## src/rtl/apb2axi_pkg.sv

```systemverilog
// apb2axi_pkg
// Shared types and constants for the APB2AXI converter.
//   completion_entry_t : one entry pushed toward the completion queue
//   AXI_RESP_*         : AXI response encodings. Numeric order matches severity.
//   worse_resp()       : picks the more severe of two AXI responses
package apb2axi_pkg;

  localparam int TAG_NUM       = 16;
  localparam int TAG_W         = $clog2(TAG_NUM);
  localparam int AXI_DATA_W    = 64;
  localparam int MAX_BEATS_NUM = 16;
  // An AXI len of 255 means 256 beats, so 9 bits are needed.
  localparam int NUM_BEATS_W   = 9;

  localparam logic [1:0] AXI_RESP_OKAY   = 2'b00;
  localparam logic [1:0] AXI_RESP_EXOKAY = 2'b01;
  localparam logic [1:0] AXI_RESP_SLVERR = 2'b10;
  localparam logic [1:0] AXI_RESP_DECERR = 2'b11;

  typedef struct packed {
    logic                   is_write;
    logic [TAG_W-1:0]       tag;
    logic [1:0]             resp;
    logic                   error;
    logic [NUM_BEATS_W-1:0] num_beats;
  } completion_entry_t;

  localparam int COMPLETION_W = $bits(completion_entry_t);

  function automatic logic [1:0] worse_resp(input logic [1:0] a, input logic [1:0] b);
    return (a > b) ? a : b;
  endfunction

endpackage

```

## src/rtl/apb2axi_tag_tracker.sv

```systemverilog
// apb2axi_tag_tracker
// Per-tag bookkeeping for outstanding bursts.
// Each tag stores:
//   - expected len
//   - beat count
//   - worst response seen
//   - sticky overflow flag
// Ports:
//   clk, rst          : clock and synchronous active-high reset
//   ld_en/ld_tag/ld_len
//                     : load the expected len and clear the other fields
//   upd_en/upd_tag/upd_cnt/upd_resp/upd_ovf
//                     : overwrite count, response and overflow for one tag.
//                       A clear is an update with zeros.
//   r_tag -> r_len/r_cnt/r_resp/r_ovf
//                     : combinational read for the R channel
//   b_tag -> b_len    : combinational read for the B channel
module apb2axi_tag_tracker #(
  parameter  int TAG_NUM = 16,
  localparam int TAG_W   = $clog2(TAG_NUM)
) (
  input  logic             clk,
  input  logic             rst,
  input  logic             ld_en,
  input  logic [TAG_W-1:0] ld_tag,
  input  logic [7:0]       ld_len,
  input  logic             upd_en,
  input  logic [TAG_W-1:0] upd_tag,
  input  logic [4:0]       upd_cnt,
  input  logic [1:0]       upd_resp,
  input  logic             upd_ovf,
  input  logic [TAG_W-1:0] r_tag,
  output logic [7:0]       r_len,
  output logic [4:0]       r_cnt,
  output logic [1:0]       r_resp,
  output logic             r_ovf,
  input  logic [TAG_W-1:0] b_tag,
  output logic [7:0]       b_len
);

  logic [7:0] len_q  [TAG_NUM];
  logic [4:0] cnt_q  [TAG_NUM];
  logic [1:0] resp_q [TAG_NUM];
  logic       ovf_q  [TAG_NUM];

  // The load is written after the update so it wins on a tag collision.
  // A collision is illegal and is flagged by an assertion in the top.
  always_ff @(posedge clk) begin
    if (rst) begin
      for (int i = 0; i < TAG_NUM; i++) begin
        len_q[i]  <= '0;
        cnt_q[i]  <= '0;
        resp_q[i] <= '0;
        ovf_q[i]  <= 1'b0;
      end
    end else begin
      if (upd_en) begin
        cnt_q[upd_tag]  <= upd_cnt;
        resp_q[upd_tag] <= upd_resp;
        ovf_q[upd_tag]  <= upd_ovf;
      end
      if (ld_en) begin
        len_q[ld_tag]  <= ld_len;
        cnt_q[ld_tag]  <= '0;
        resp_q[ld_tag] <= '0;
        ovf_q[ld_tag]  <= 1'b0;
      end
    end
  end

  assign r_len  = len_q[r_tag];
  assign r_cnt  = cnt_q[r_tag];
  assign r_resp = resp_q[r_tag];
  assign r_ovf  = ovf_q[r_tag];
  assign b_len  = len_q[b_tag];

endmodule

```

## src/rtl/apb2axi_rsp_collector.sv

```systemverilog
// apb2axi_rsp_collector
// Collects AXI R and B responses.
//   - Read beats pass straight through to the read-data buffer.
//   - At each burst end, one completion_entry_t is emitted.
// Ports:
//   clk, rst                  : clock and synchronous active-high reset
//   exp_wr_en/exp_tag/exp_len : issue logic loads the expected AXI len for a tag
//   rvalid/rlast/rid/rdata/rresp/rready
//                             : AXI R channel
//   bvalid/bid/bresp/bready   : AXI B channel
//   rd_valid/rd_ready/rd_tag/rd_beat/rd_data
//                             : read beats toward the data buffer
//   cpl_valid/cpl_ready/cpl_entry
//                             : completion entries toward the completion queue
module apb2axi_rsp_collector
  import apb2axi_pkg::*;
#(
  parameter  int TAG_NUM       = apb2axi_pkg::TAG_NUM,
  parameter  int AXI_DATA_W    = apb2axi_pkg::AXI_DATA_W,
  parameter  int MAX_BEATS_NUM = apb2axi_pkg::MAX_BEATS_NUM,
  localparam int TAG_W         = $clog2(TAG_NUM)
) (
  input  logic                    clk,
  input  logic                    rst,
  input  logic                    exp_wr_en,
  input  logic [TAG_W-1:0]        exp_tag,
  input  logic [7:0]              exp_len,
  input  logic                    rvalid,
  input  logic                    rlast,
  input  logic [TAG_W-1:0]        rid,
  input  logic [AXI_DATA_W-1:0]   rdata,
  input  logic [1:0]              rresp,
  output logic                    rready,
  input  logic                    bvalid,
  input  logic [TAG_W-1:0]        bid,
  input  logic [1:0]              bresp,
  output logic                    bready,
  output logic                    rd_valid,
  input  logic                    rd_ready,
  output logic [TAG_W-1:0]        rd_tag,
  output logic [3:0]              rd_beat,
  output logic [AXI_DATA_W-1:0]   rd_data,
  output logic                    cpl_valid,
  input  logic                    cpl_ready,
  output logic [COMPLETION_W-1:0] cpl_entry
);

  logic [7:0]        t_len, t_blen;
  logic [4:0]        t_cnt;
  logic [1:0]        t_resp;
  logic              t_ovf;
  logic              slot_free, ovf_hit, r_hs, r_last_hs, b_hs;
  logic [1:0]        merged_resp;
  logic              upd_en, upd_ovf;
  logic [4:0]        upd_cnt;
  logic [1:0]        upd_resp;
  completion_entry_t r_entry, b_entry, cpl_q;

  apb2axi_tag_tracker #(.TAG_NUM(TAG_NUM)) u_tracker (
    .clk      (clk),
    .rst      (rst),
    .ld_en    (exp_wr_en),
    .ld_tag   (exp_tag),
    .ld_len   (exp_len),
    .upd_en   (upd_en),
    .upd_tag  (rid),
    .upd_cnt  (upd_cnt),
    .upd_resp (upd_resp),
    .upd_ovf  (upd_ovf),
    .r_tag    (rid),
    .r_len    (t_len),
    .r_cnt    (t_cnt),
    .r_resp   (t_resp),
    .r_ovf    (t_ovf),
    .b_tag    (bid),
    .b_len    (t_blen)
  );

  // A last beat needs the completion slot. Non-last beats only need the data buffer.
  assign slot_free = !cpl_valid || cpl_ready;
  assign ovf_hit   = (t_cnt == 5'(MAX_BEATS_NUM));
  assign rready    = rd_ready && (!rlast || slot_free);
  assign rd_valid  = rvalid && (!rlast || slot_free) && !ovf_hit;
  assign rd_tag    = rid;
  assign rd_beat   = t_cnt[3:0];
  assign rd_data   = rdata;
  assign r_hs      = rvalid && rready;
  assign r_last_hs = r_hs && rlast;

  // B yields to an R last beat competing for the same completion slot.
  assign bready = slot_free && !r_last_hs;
  assign b_hs   = bvalid && bready;

  assign merged_resp = worse_resp(t_resp, rresp);

  // Beats past the maximum are consumed but not counted; the count saturates.
  // A last beat retires the tag's counters in the same cycle.
  always_comb begin
    upd_en   = r_hs;
    upd_cnt  = ovf_hit ? t_cnt : t_cnt + 5'd1;
    upd_resp = merged_resp;
    upd_ovf  = t_ovf | ovf_hit;
    if (r_last_hs) begin
      upd_cnt  = '0;
      upd_resp = '0;
      upd_ovf  = 1'b0;
    end
  end

  always_comb begin
    r_entry           = '0;
    r_entry.is_write  = 1'b0;
    r_entry.tag       = rid;
    r_entry.resp      = merged_resp;
    r_entry.num_beats = NUM_BEATS_W'(t_cnt) + NUM_BEATS_W'(1);
    r_entry.error     = merged_resp[1] | t_ovf | ({3'b000, t_cnt} != t_len);
    b_entry           = '0;
    b_entry.is_write  = 1'b1;
    b_entry.tag       = bid;
    b_entry.resp      = bresp;
    b_entry.error     = bresp[1];
    b_entry.num_beats = NUM_BEATS_W'(t_blen) + NUM_BEATS_W'(1);
  end

  // Single completion register.
  // Loads only happen when the slot is free, so the entry holds while stalled.
  always_ff @(posedge clk) begin
    if (rst) begin
      cpl_valid <= 1'b0;
      cpl_q     <= '0;
    end else if (r_last_hs) begin
      cpl_valid <= 1'b1;
      cpl_q     <= r_entry;
    end else if (b_hs) begin
      cpl_valid <= 1'b1;
      cpl_q     <= b_entry;
    end else if (cpl_ready) begin
      cpl_valid <= 1'b0;
    end
  end

  assign cpl_entry = cpl_q;

  // Loading a tag while its response traffic completes would corrupt its counters.
  assert property (@(posedge clk) disable iff (rst)
    exp_wr_en |-> !((r_hs && rid == exp_tag) || (b_hs && bid == exp_tag)));

endmodule

```

## config.mk

```make
export PLATFORM = sky130hd
export DESIGN_NAME = apb2axi_rsp_collector
export DESIGN_NICKNAME = d
export VERILOG_FILES = /design/src/rtl/apb2axi_pkg.sv /design/src/rtl/apb2axi_tag_tracker.sv /design/src/rtl/apb2axi_rsp_collector.sv
export SDC_FILE = /design/constraint.sdc
export NUM_CORES = 1
export LEC_CHECK = 0
export ABC_AREA = 1
export CAP_MARGIN = 20
export CORE_MARGIN = 3
export CORE_UTILIZATION = 45
export DETAILED_ROUTE_END_ITERATION = 16
export DONT_BUFFER_PORTS = 1
export GPL_TIMING_DRIVEN = 0
export PLACE_DENSITY = 0.69
export SLEW_MARGIN = 25
export SYNTH_ARGS = -nofsm -noshare
export SYNTH_HDL_FRONTEND = slang
export SYNTH_HIERARCHICAL = 1
export SYNTH_SLANG_ARGS = --single-unit
```

## constraint.sdc

```tcl
create_clock -name clk -period 4.27 [get_ports clk]
set_input_delay 0.854 -clock clk [delete_from_list [all_inputs] [get_ports clk]]
set_output_delay 0.854 -clock clk [all_outputs]
set_load 0.005 [all_outputs]
```

; After elaboration in Yosys (flattened, before gate mapping)
; Memories as Yosys holds them, arrays and structs flattened.
; Cells that the tools add are included.
; W data, S select, Z words.
[totals]
regBits = 18
ram_bits = 256
inputBits = 96
out_inout_bits = 93
word_cells = 81
memories = 4
[mem_list]
columns = name, depth, width, rd, rd_ports_with_merged_regs, wr, line_no
row1 = u_tracker.len_q, 16, 8, 2, 0, 16, apb2axi_tag_tracker.sv:41  ; logic [7:0] len_q [TAG_NUM];
row2 = u_tracker.cnt_q, 16, 5, 1, 0, 16, apb2axi_tag_tracker.sv:42  ; logic [4:0] cnt_q [TAG_NUM];
row3 = u_tracker.resp_q, 16, 2, 1, 0, 16, apb2axi_tag_tracker.sv:43  ; logic [1:0] resp_q [TAG_NUM];
row4 = u_tracker.ovf_q, 16, 1, 1, 0, 16, apb2axi_tag_tracker.sv:44  ; logic ovf_q [TAG_NUM];
[classes]
add_sub_neg = 3
n_lt_le_gt_ge = 1
eq_ne = 2
n_mux = 39
bitwise_logic = 3
reduce_logical = 23
[op_table]
columns = operator, count
row1 = $mux W16, 2
row2 = $mux W4, 7
row3 = $mux W1, 21
row4 = $mux W5, 4
row5 = $reduce_or A5 Y1, 2
row6 = $add A8 B1 Y9 const B, 1
row7 = $mux W2, 4
row8 = $mux W8, 1
row9 = $ne A5 B8 Y1, 1
row10 = $reduce_or A8 Y1, 1
row11 = $logic_and A1 B1 Y1, 7
row12 = $add A5 B1 Y6 const B, 1
row13 = $reduce_or A2 Y1, 3
row14 = $add A5 B1 Y5 const B, 1
row15 = $eq A5 B5 Y1 const B, 1
row16 = $logic_not A1 Y1, 4
row17 = $or A1 B1 Y1, 3
row18 = $reduce_bool A3 Y1, 1
row19 = $gt A2 B2 Y1, 1
row20 = $logic_or A1 B1 Y1, 2
row21 = $reduce_bool A2 Y1, 1
row22 = $reduce_or A1 Y1, 2

; Longest topological paths before layout
; Gate-level depths: netlist of the first run.
[logic_depth]
word_depth = 11
ltp_mapped = 20
ltp_nobuf = 16

; Hierarchy
; Netlist of the first run, hierarchy kept.
[by_module_without_submodules]
columns = mod, instances, cells_each, area_per_inst_um2, seq_area_each_um2
row1 = apb2axi_tag_tracker, 1, 2005, 13975.9, 6406.1
row2 = apb2axi_rsp_collector, 1, 296, 1885.6, 360.3

; Least setup slack after synthesis of the first run
; OpenSTA, ideal clock, no wires.
[synth_path]
kind = input port to output port
start = in rid[1]
end = out rd_valid
arrival_ps = 2303
required_ps = 3416
path_slack_ps = 1113
cell_stages = 11
path_buffers = 2
path_cell_list = buf_2 buf_1 nand3_1 nand3_1 nand3_1 nand2_1 inv_1 ha_1 nand4_1 inv_1 nor2_1
[synth_via]
elab_chain_len = 4
[synth_rtl]
columns = element, line_no
row1 = "start, declared", apb2axi_rsp_collector.sv:30  ; input logic [TAG_W-1:0] rid,
row2 = $mem_v2 Z16 W5, -
row3 = via rd_beat[0], apb2axi_rsp_collector.sv:41  ; output logic [3:0] rd_beat,
row4 = $eq A5 B5 Y1, apb2axi_rsp_collector.sv:81  ; assign ovf_hit = (t_cnt == 5'(MAX_BEATS_NUM));
row5 = $logic_not A1 Y1, apb2axi_rsp_collector.sv:83  ; assign rd_valid = rvalid && (!rlast || slot_free) && !ovf_hit;
row6 = $logic_and A1 B1 Y1, apb2axi_rsp_collector.sv:83
row7 = "end, declared", apb2axi_rsp_collector.sv:38  ; output logic rd_valid,
; The timed path passes the listed nets, and every way through them passes these cells.

; Worst setup path after layout of the first run
; Ends and elaborated chain as after synthesis.

==> results of run 1 <==
sequential cells by signal, summed over array words and instances (netlist names):
| signal | cells |
|---|---|
| u_tracker/ovf_q | 16 |
| cpl_entry | 17 |
| u_tracker/len_q | 128 |
| cpl_valid | 1 |
| u_tracker/resp_q | 32 |
| u_tracker/cnt_q | 80 |
metal layers:
layer / global-route usage, % / vias up
met5: 0 / -
met4: 13.2 / 2
met3: 7.80 / 177
met2: 49.3 / 1095
met1: 42.0 / 7542
li1: - / 7284
cell usage in the layout (no fill, tap or decap), types with 5 or more instances in the layout:
cell and count:
buf_2 40, nand2_2 15, nor2_4 20, dfxtp_1 146
buf_4 70, ha_1 6, clkbuf_1 59, clkinv_2 7
a21oi_1 133, buf_1 8, clkbuf_16 32, inv_1 292
nand3_2 5, xor2_1 6, inv_2 33, clkinv_1 5
edfxtp_1 128, nand2_1 659, clkbuf_2 11, nor2_1 173
nand3_1 457, o21ai_0 20
worst reg2reg max path, stage by stage, from the launching register on:
cell,delay [ns]
dfxtp_1,0.31
inv_1,0.07
nand2_1,0.05
nand3_1,0.08
nand3_1,0.22
nand3_1,0.18
nand2_1,0.27
ha_1,0.32
nand3_1,0.10
xor2_1,0.26
nand2_1,0.08
inv_1,0.06
clkbuf_1,0.46
clkbuf_1,0.62
nand2_1,0.12
a21oi_1,0.17
synth_stat cells (2+ instances only):
| cell | n |
|---|---|
| buf_4 | 70 |
| inv_1 | 292 |
| xor2_1 | 6 |
| nand2_1 | 660 |
| inv_2 | 33 |
| a21oi_1 | 133 |
| nand3_1 | 457 |
| nand3_2 | 5 |
| ha_1 | 6 |
| edfxtp_1 | 128 |
| o21ai_0 | 20 |
| buf_6 | 3 |
| nor2_2 | 4 |
| buf_1 | 12 |
| dfxtp_1 | 146 |
| nand4_1 | 2 |
| or2_2 | 2 |
| nand2_2 | 14 |
| buf_2 | 40 |
| nor2_4 | 20 |
| nor2_1 | 173 |
| clkbuf_1 | 63 |
| o21bai_1 | 2 |
| nor3_1 | 2 |
final cells by class:
type	instances	area [µm²]	area share (%)
multi-input cells	1513	6820	39.1
flip-flops and latches	274	6770	38.8
inverters	325	1220	6.99
plain buffers	189	1080	6.21
clock buffers	38	833	4.77
well taps	455	569	3.26
clock inverters	20	161	0.925
final timing paths:
| kind | from | end | slack [ns] | cells after the start |
|---|---|---|---|---|
| worst min register to register | u_tracker/cnt_q[13][0]$_SDFFE_PP0P_ | u_tracker/cnt_q[13][0]$_SDFFE_PP0P_ | 0.48 | 2 |
| worst max-delay path | rid[1] | rd_valid | 0.02 | 11 |
| worst max register to register | u_tracker/cnt_q[12][1]$_SDFFE_PP0P_ | u_tracker/cnt_q[11][4]$_SDFFE_PP0P_ | 0.82 | 15 |
| worst min-delay path | rst | cpl_entry[8]$_SDFFE_PP0P_ | 0.34 | 1 |
logic make-up (layout without fill, tap and decap cells):
logic type	count (synthesis)	after routing	share of synthesized area (%)
AOI/OAI and AO/OA	159	159	5.13
xor gates and xnor gates	7	7	0.387
adders and majority gates	6	6	0.473
buffers and inverters	514	572	14.3
DFF	274	274	42.7
and+or+nand+nor	1341	1341	37.0
per-stage QoR:
| step | setup TNS [ns] | setup slack, ns | cells | hold WS (ns) |
|---|---|---|---|---|
| finish | 0 | 0.0234 | 2814 | 0.340 |
| detailed placement | -40.86 | -0.853 | 2756 | 0.472 |
| global placement | -38.32 | -0.763 | 2756 | 0.466 |
| floorplan | 0 | 1.11 | 2301 | 0.454 |
| global route | 0 | 0.00885 | 2814 | 0.332 |
| CTS | 0 | 0.0522 | 2814 | 0.330 |
repair_timing:
| item | CTS | global route |
|---|---|---|
| gates resized for setup | 8 | 16 |
| gates cloned | 0 | 0 |
| setup endpoints to repair | 22 | 41 |
power by group through the flow:
stage	registers [mW]	clock network, mW	logic [mW]
5_1_grt	2.89	2.75	1.07
3_3_place_gp	2.93	0	0.954
2_1_floorplan	2.92	0	0.624
3_5_place_dp	2.94	0	0.963
4_1_cts	2.88	2.65	0.968
6_report	2.88	2.62	1.01
==> impl_metrics.tcl, run 1 <==
set metrics [dict create \
    status "completed" \
    cpMostUsedCell "nand3_1" \
    gp_congestion 1.04 \
    clock_sinks 274 \
    routed_wl_mm 62.4 \
    htree_levels 1 \
    synthFlopType "dfxtp_1" \
    drc 0 \
    yosysWarnings 6 \
    crit_path_max_fanout 10 \
    pwr-share-comb_pct 15.5 \
    clk_latency_ns 0.58 \
    hold_buffers 0 \
    fin_skew_ns 0.0125 \
    cts_buffers 31 \
    drtPass1Iterations 6 \
    wl_met1_mm 24.3 \
    critPathSlowestCell "clkdlybuf4s18_2" \
    synth_edf_count 128 \
    post_drt_via_cell_ratio 5.72 \
    initial_core_util_pct 45.8 \
    syn_area_per_cell_um2 6.89 \
    ys_seq_area_share_pct 42.7 \
    rsz0062_at_grt "no" \
    syn-cell-area_um2 15900 \
    power.switching_mw 1.91 \
    synth.distinct_cells 32 \
    rows 68 \
    grt_pass1_wl_mm 91.0 \
    grt_overflow 0 \
    crit_arrival_ns 3.39 \
    final_util_pct 50.4 \
    port_buffers 0 \
    ant_nets 0 \
    grt_antenna_before_repair 1 \
    wl_per_cell_um 22.2 \
    fin_nets 2436 \
    clockPowerShare_pct 40.3 \
    p_int_mw 4.61 \
    root_buffer "clkbuf_16" \
    netlist_instances 2301 \
    hp-class "input port to flip-flop" \
    vdd_drop_max_mv 0.350 \
    cts_setup_buffers 0 \
    powerDensity_nw_per_um2 373 \
    crit_required_ns 3.42 \
    finalSetupViolCount 0 \
    relSlewSlack_pct 31.4 \
    drtIter0Drc 2170 \
    power_mw 6.51 \
    max_freq_ghz 0.235 \
    p_leak_nw 7.79 \
    dp_hpwl_mm 46.0 \
    p_seq_share_pct 44.2 \
    dpl_cell_area_um2 16400 \
    finalHoldViolations 0 \
    wl_met3_mm 7.77 \
    clk_pin_slew_ns 0.06 \
    synthesis.nets 2403 \
    synth_seq_cells 274 \
    yosys.area.top_type "edfxtp_1" \
    dr_wl_met2_mm 27.4 \
    dieArea_um2 37500 \
    crit_path_end_kind "output port" \
    p_sw_share_pct 29.3 \
    ys_top_cells_by_area "edfxtp_1 (24%), dfxtp_1 (18%), nand2_1 (16%)" \
    path_buf_inv 4 \
    synthDominantCellAreaShare_pct 24.2 \
    grt_max_degree 16 \
    crit_family "simple AND/OR/NAND/NOR gates" \
    die_h_um 194 \
    fin_area_um2 17500 \
    cts_tree "yes" \
    nFillCells 3488 \
    grt_pass1_vias 15026 \
    drive_gt1_share_pct 10.9 \
    worst_pin_slew_ns 1.03 \
    crit_type "input port to output port" \
    vias 16100 \
    final_max_slew_viol_count 0 \
    synth_async_sr_flop_share_pct 0 \
    die_w_um 194 \
    syn_to_final_growth_pct 10.0 \
    period_minus_slack_ns 4.25 \
    crit_path_cell_trace "buf_2, clkdlybuf4s18_2, nand3_1, nand3_1, nand3_1, nand2_2, inv_1, ha_1, nand4_1, inv_1, nor2_1" \
    io_pins 189 \
    fin_crit_sh_pct 99.5 \
    n_antenna_cell 0 \
    slowest_delay_ns 0.56 \
    clk_path_buf_depth 3 \
    core_area_um2 34600 \
    maxCapViolations 0 \
    grt_use_total_pct 31.6 \
    start_kind "input port" \
    topRoutingLayerUsed "met5" \
]
No activity file was read; power rests on OpenSTA's default activity.
==> inputs of run 2 (changes only) <==
- clock period: 4.27 -> 4.6 ns (I/O delays scaled with it)
==> run 2 against run 1 <==
Effect of this change:
- critical path depth down 2
- critical path type unchanged
- clock skew increased by 0.0028 ns
- combinational power shrank 7%
- non-clock buffer count stayed put
- final area hardly changed
- hold slack improved by 0.071 ns
- setup slack gained 0.075 ns
==> impl_metrics.tcl, run 2 (same netlist as run 1, synthesis figures left out) <==
set metrics [dict create \
    clock_sinks 274 \
    root_buffer "clkbuf_16" \
    worstReg2RegStart "u_tracker/cnt_q[12][1]$_SDFFE_PP0P_" \
    hp-class "input port to flip-flop" \
    rsz0062_at_grt "no" \
    final_max_slew_viol_count 0 \
    clk_latency_ns 0.58 \
    relSlewSlack_pct 31.8 \
    crit_required_ns 3.68 \
    grt_antenna_before_repair 1 \
    clk_path_buf_depth 3 \
    ant_nets 0 \
    fin_skew_ns 0.0153 \
    finalHoldViolations 0 \
    die_h_um 194 \
    fin_nets 2436 \
    syn_to_final_growth_pct 9.97 \
    crit_type "input port to output port" \
    largest-register "u_tracker/len_q" \
    status "completed" \
    grt_overflow 0 \
    wl_per_cell_um 22.2 \
    period_minus_slack_ns 4.50 \
    r2r_setup_slack_ns 1.06 \
    grt_use_total_pct 31.6 \
    rows 68 \
    drive_gt1_share_pct 10.7 \
    holdCritStartpoint "rst" \
    n_antenna_cell 0 \
    crit_arrival_ns 3.58 \
    maxCapViolations 0 \
    port_buffers 0 \
    cts_buffers 31 \
    htree_levels 1 \
    crit_path_max_fanout 10 \
    clk_pin_slew_ns 0.06 \
    fin_crit_sh_pct 97.9 \
    cp-startpoint "rid[2]" \
    gp_congestion 1.04 \
    grt_pass1_wl_mm 91.0 \
    dpl_cell_area_um2 16400 \
    finalSetupViolCount 0 \
    drc 0 \
    dieArea_um2 37500 \
    powerDensity_nw_per_um2 346 \
    start_kind "input port" \
    core_area_um2 34600 \
    grt_max_degree 16 \
    grt_pass1_vias 15026 \
    crit_path_end_kind "output port" \
    vias 16155 \
    layout_setup_ws_ns 0.0985 \
    final_util_pct 50.4 \
    hold_buffers 0 \
    pre_cts_ws_ns -0.589 \
    vdd_drop_max_mv 0.323 \
    cts_tree "yes" \
    final_cell_mix "nand2_1 (659), nand3_1 (457), inv_1 (292), nor2_1 (173), dfxtp_1 (146)" \
    routed_wl_mm 62.4 \
    stdcell_count 2814 \
    mostFrequentLayoutCell "nand2_1" \
    p_leak_nw 7.77 \
    post_drt_via_cell_ratio 5.74 \
    largestRegisters "u_tracker/len_q: 128 flops, u_tracker/cnt_q: 80 flops, u_tracker/resp_q: 32 flops" \
    initial_core_util_pct 45.8 \
    fin_area_um2 17400 \
    worst_pin_slew_ns 1.02 \
    tns_ns 0 \
    drtPass1Iterations 10 \
    max_freq_ghz 0.222 \
    die_w_um 194 \
    drtIter0Drc 2184 \
    dp_hpwl_mm 46.0 \
    io_pins 189 \
    largest_reg_flops 128 \
    dp.cells 2756 \
]
run 2: what timing repair did:
action                     in CTS  in global routing
setup endpoints to repair       1                 21
gates resized for setup         2                 17
hold endpoints to repair        0                  0
setup buffers                   0                  0
run 2: metal layers:
layer	track usage (%)	wire, µm	vias to the layer above
li1	-	-	7280
met1	42.0	24100	7603
met2	49.3	27500	1081
met3	7.80	7870	189
met4	13.2	2900	2
met5	0	14	-
run 2: worst paths after layout:
kind | cells after the start | endpoint
worst max-delay path | 9 | rd_valid
worst min-delay path | 1 | cpl_entry[8]$_SDFFE_PP0P_
worst max register to register | 16 | u_tracker/ovf_q[8]$_SDFFE_PP0P_
worst min register to register | 2 | u_tracker/cnt_q[13][0]$_SDFFE_PP0P_
run 2: where the power goes:
part	internal, mW	leakage (nW)	switching (mW)
clock network	1.40	0.488	1.03
registers	2.64	2.40	0.0357
logic	0.240	4.88	0.699
run 2: final cells by class:
type	count	area (µm²)
buffer	189	1070
clock buffer	38	833
clock inverter	20	161
fill	3486	17200
inverter	325	1220
multi-input combinational	1513	6820
sequential	274	6770
tap	455	569
run 2: worst max-delay path, stage by stage:
cell and delay (ns):
buf_1 0.43, buf_1 0.74, nand3_1 0.27, nand3_1 0.14, nand2_1 0.33, inv_1 0.23, nand4_1 0.18, inv_1 0.21
nor2_1 0.11
run 2: per-stage QoR:
step / total power [mW] / hold slack, ns
3_5_place_dp: 3.62 / 0.472
4_1_cts: 6.04 / 0.396
3_3_place_gp: 3.61 / 0.466
2_1_floorplan: 3.29 / 0.454
5_1_grt: 6.23 / 0.398
6_report: 6.04 / 0.411
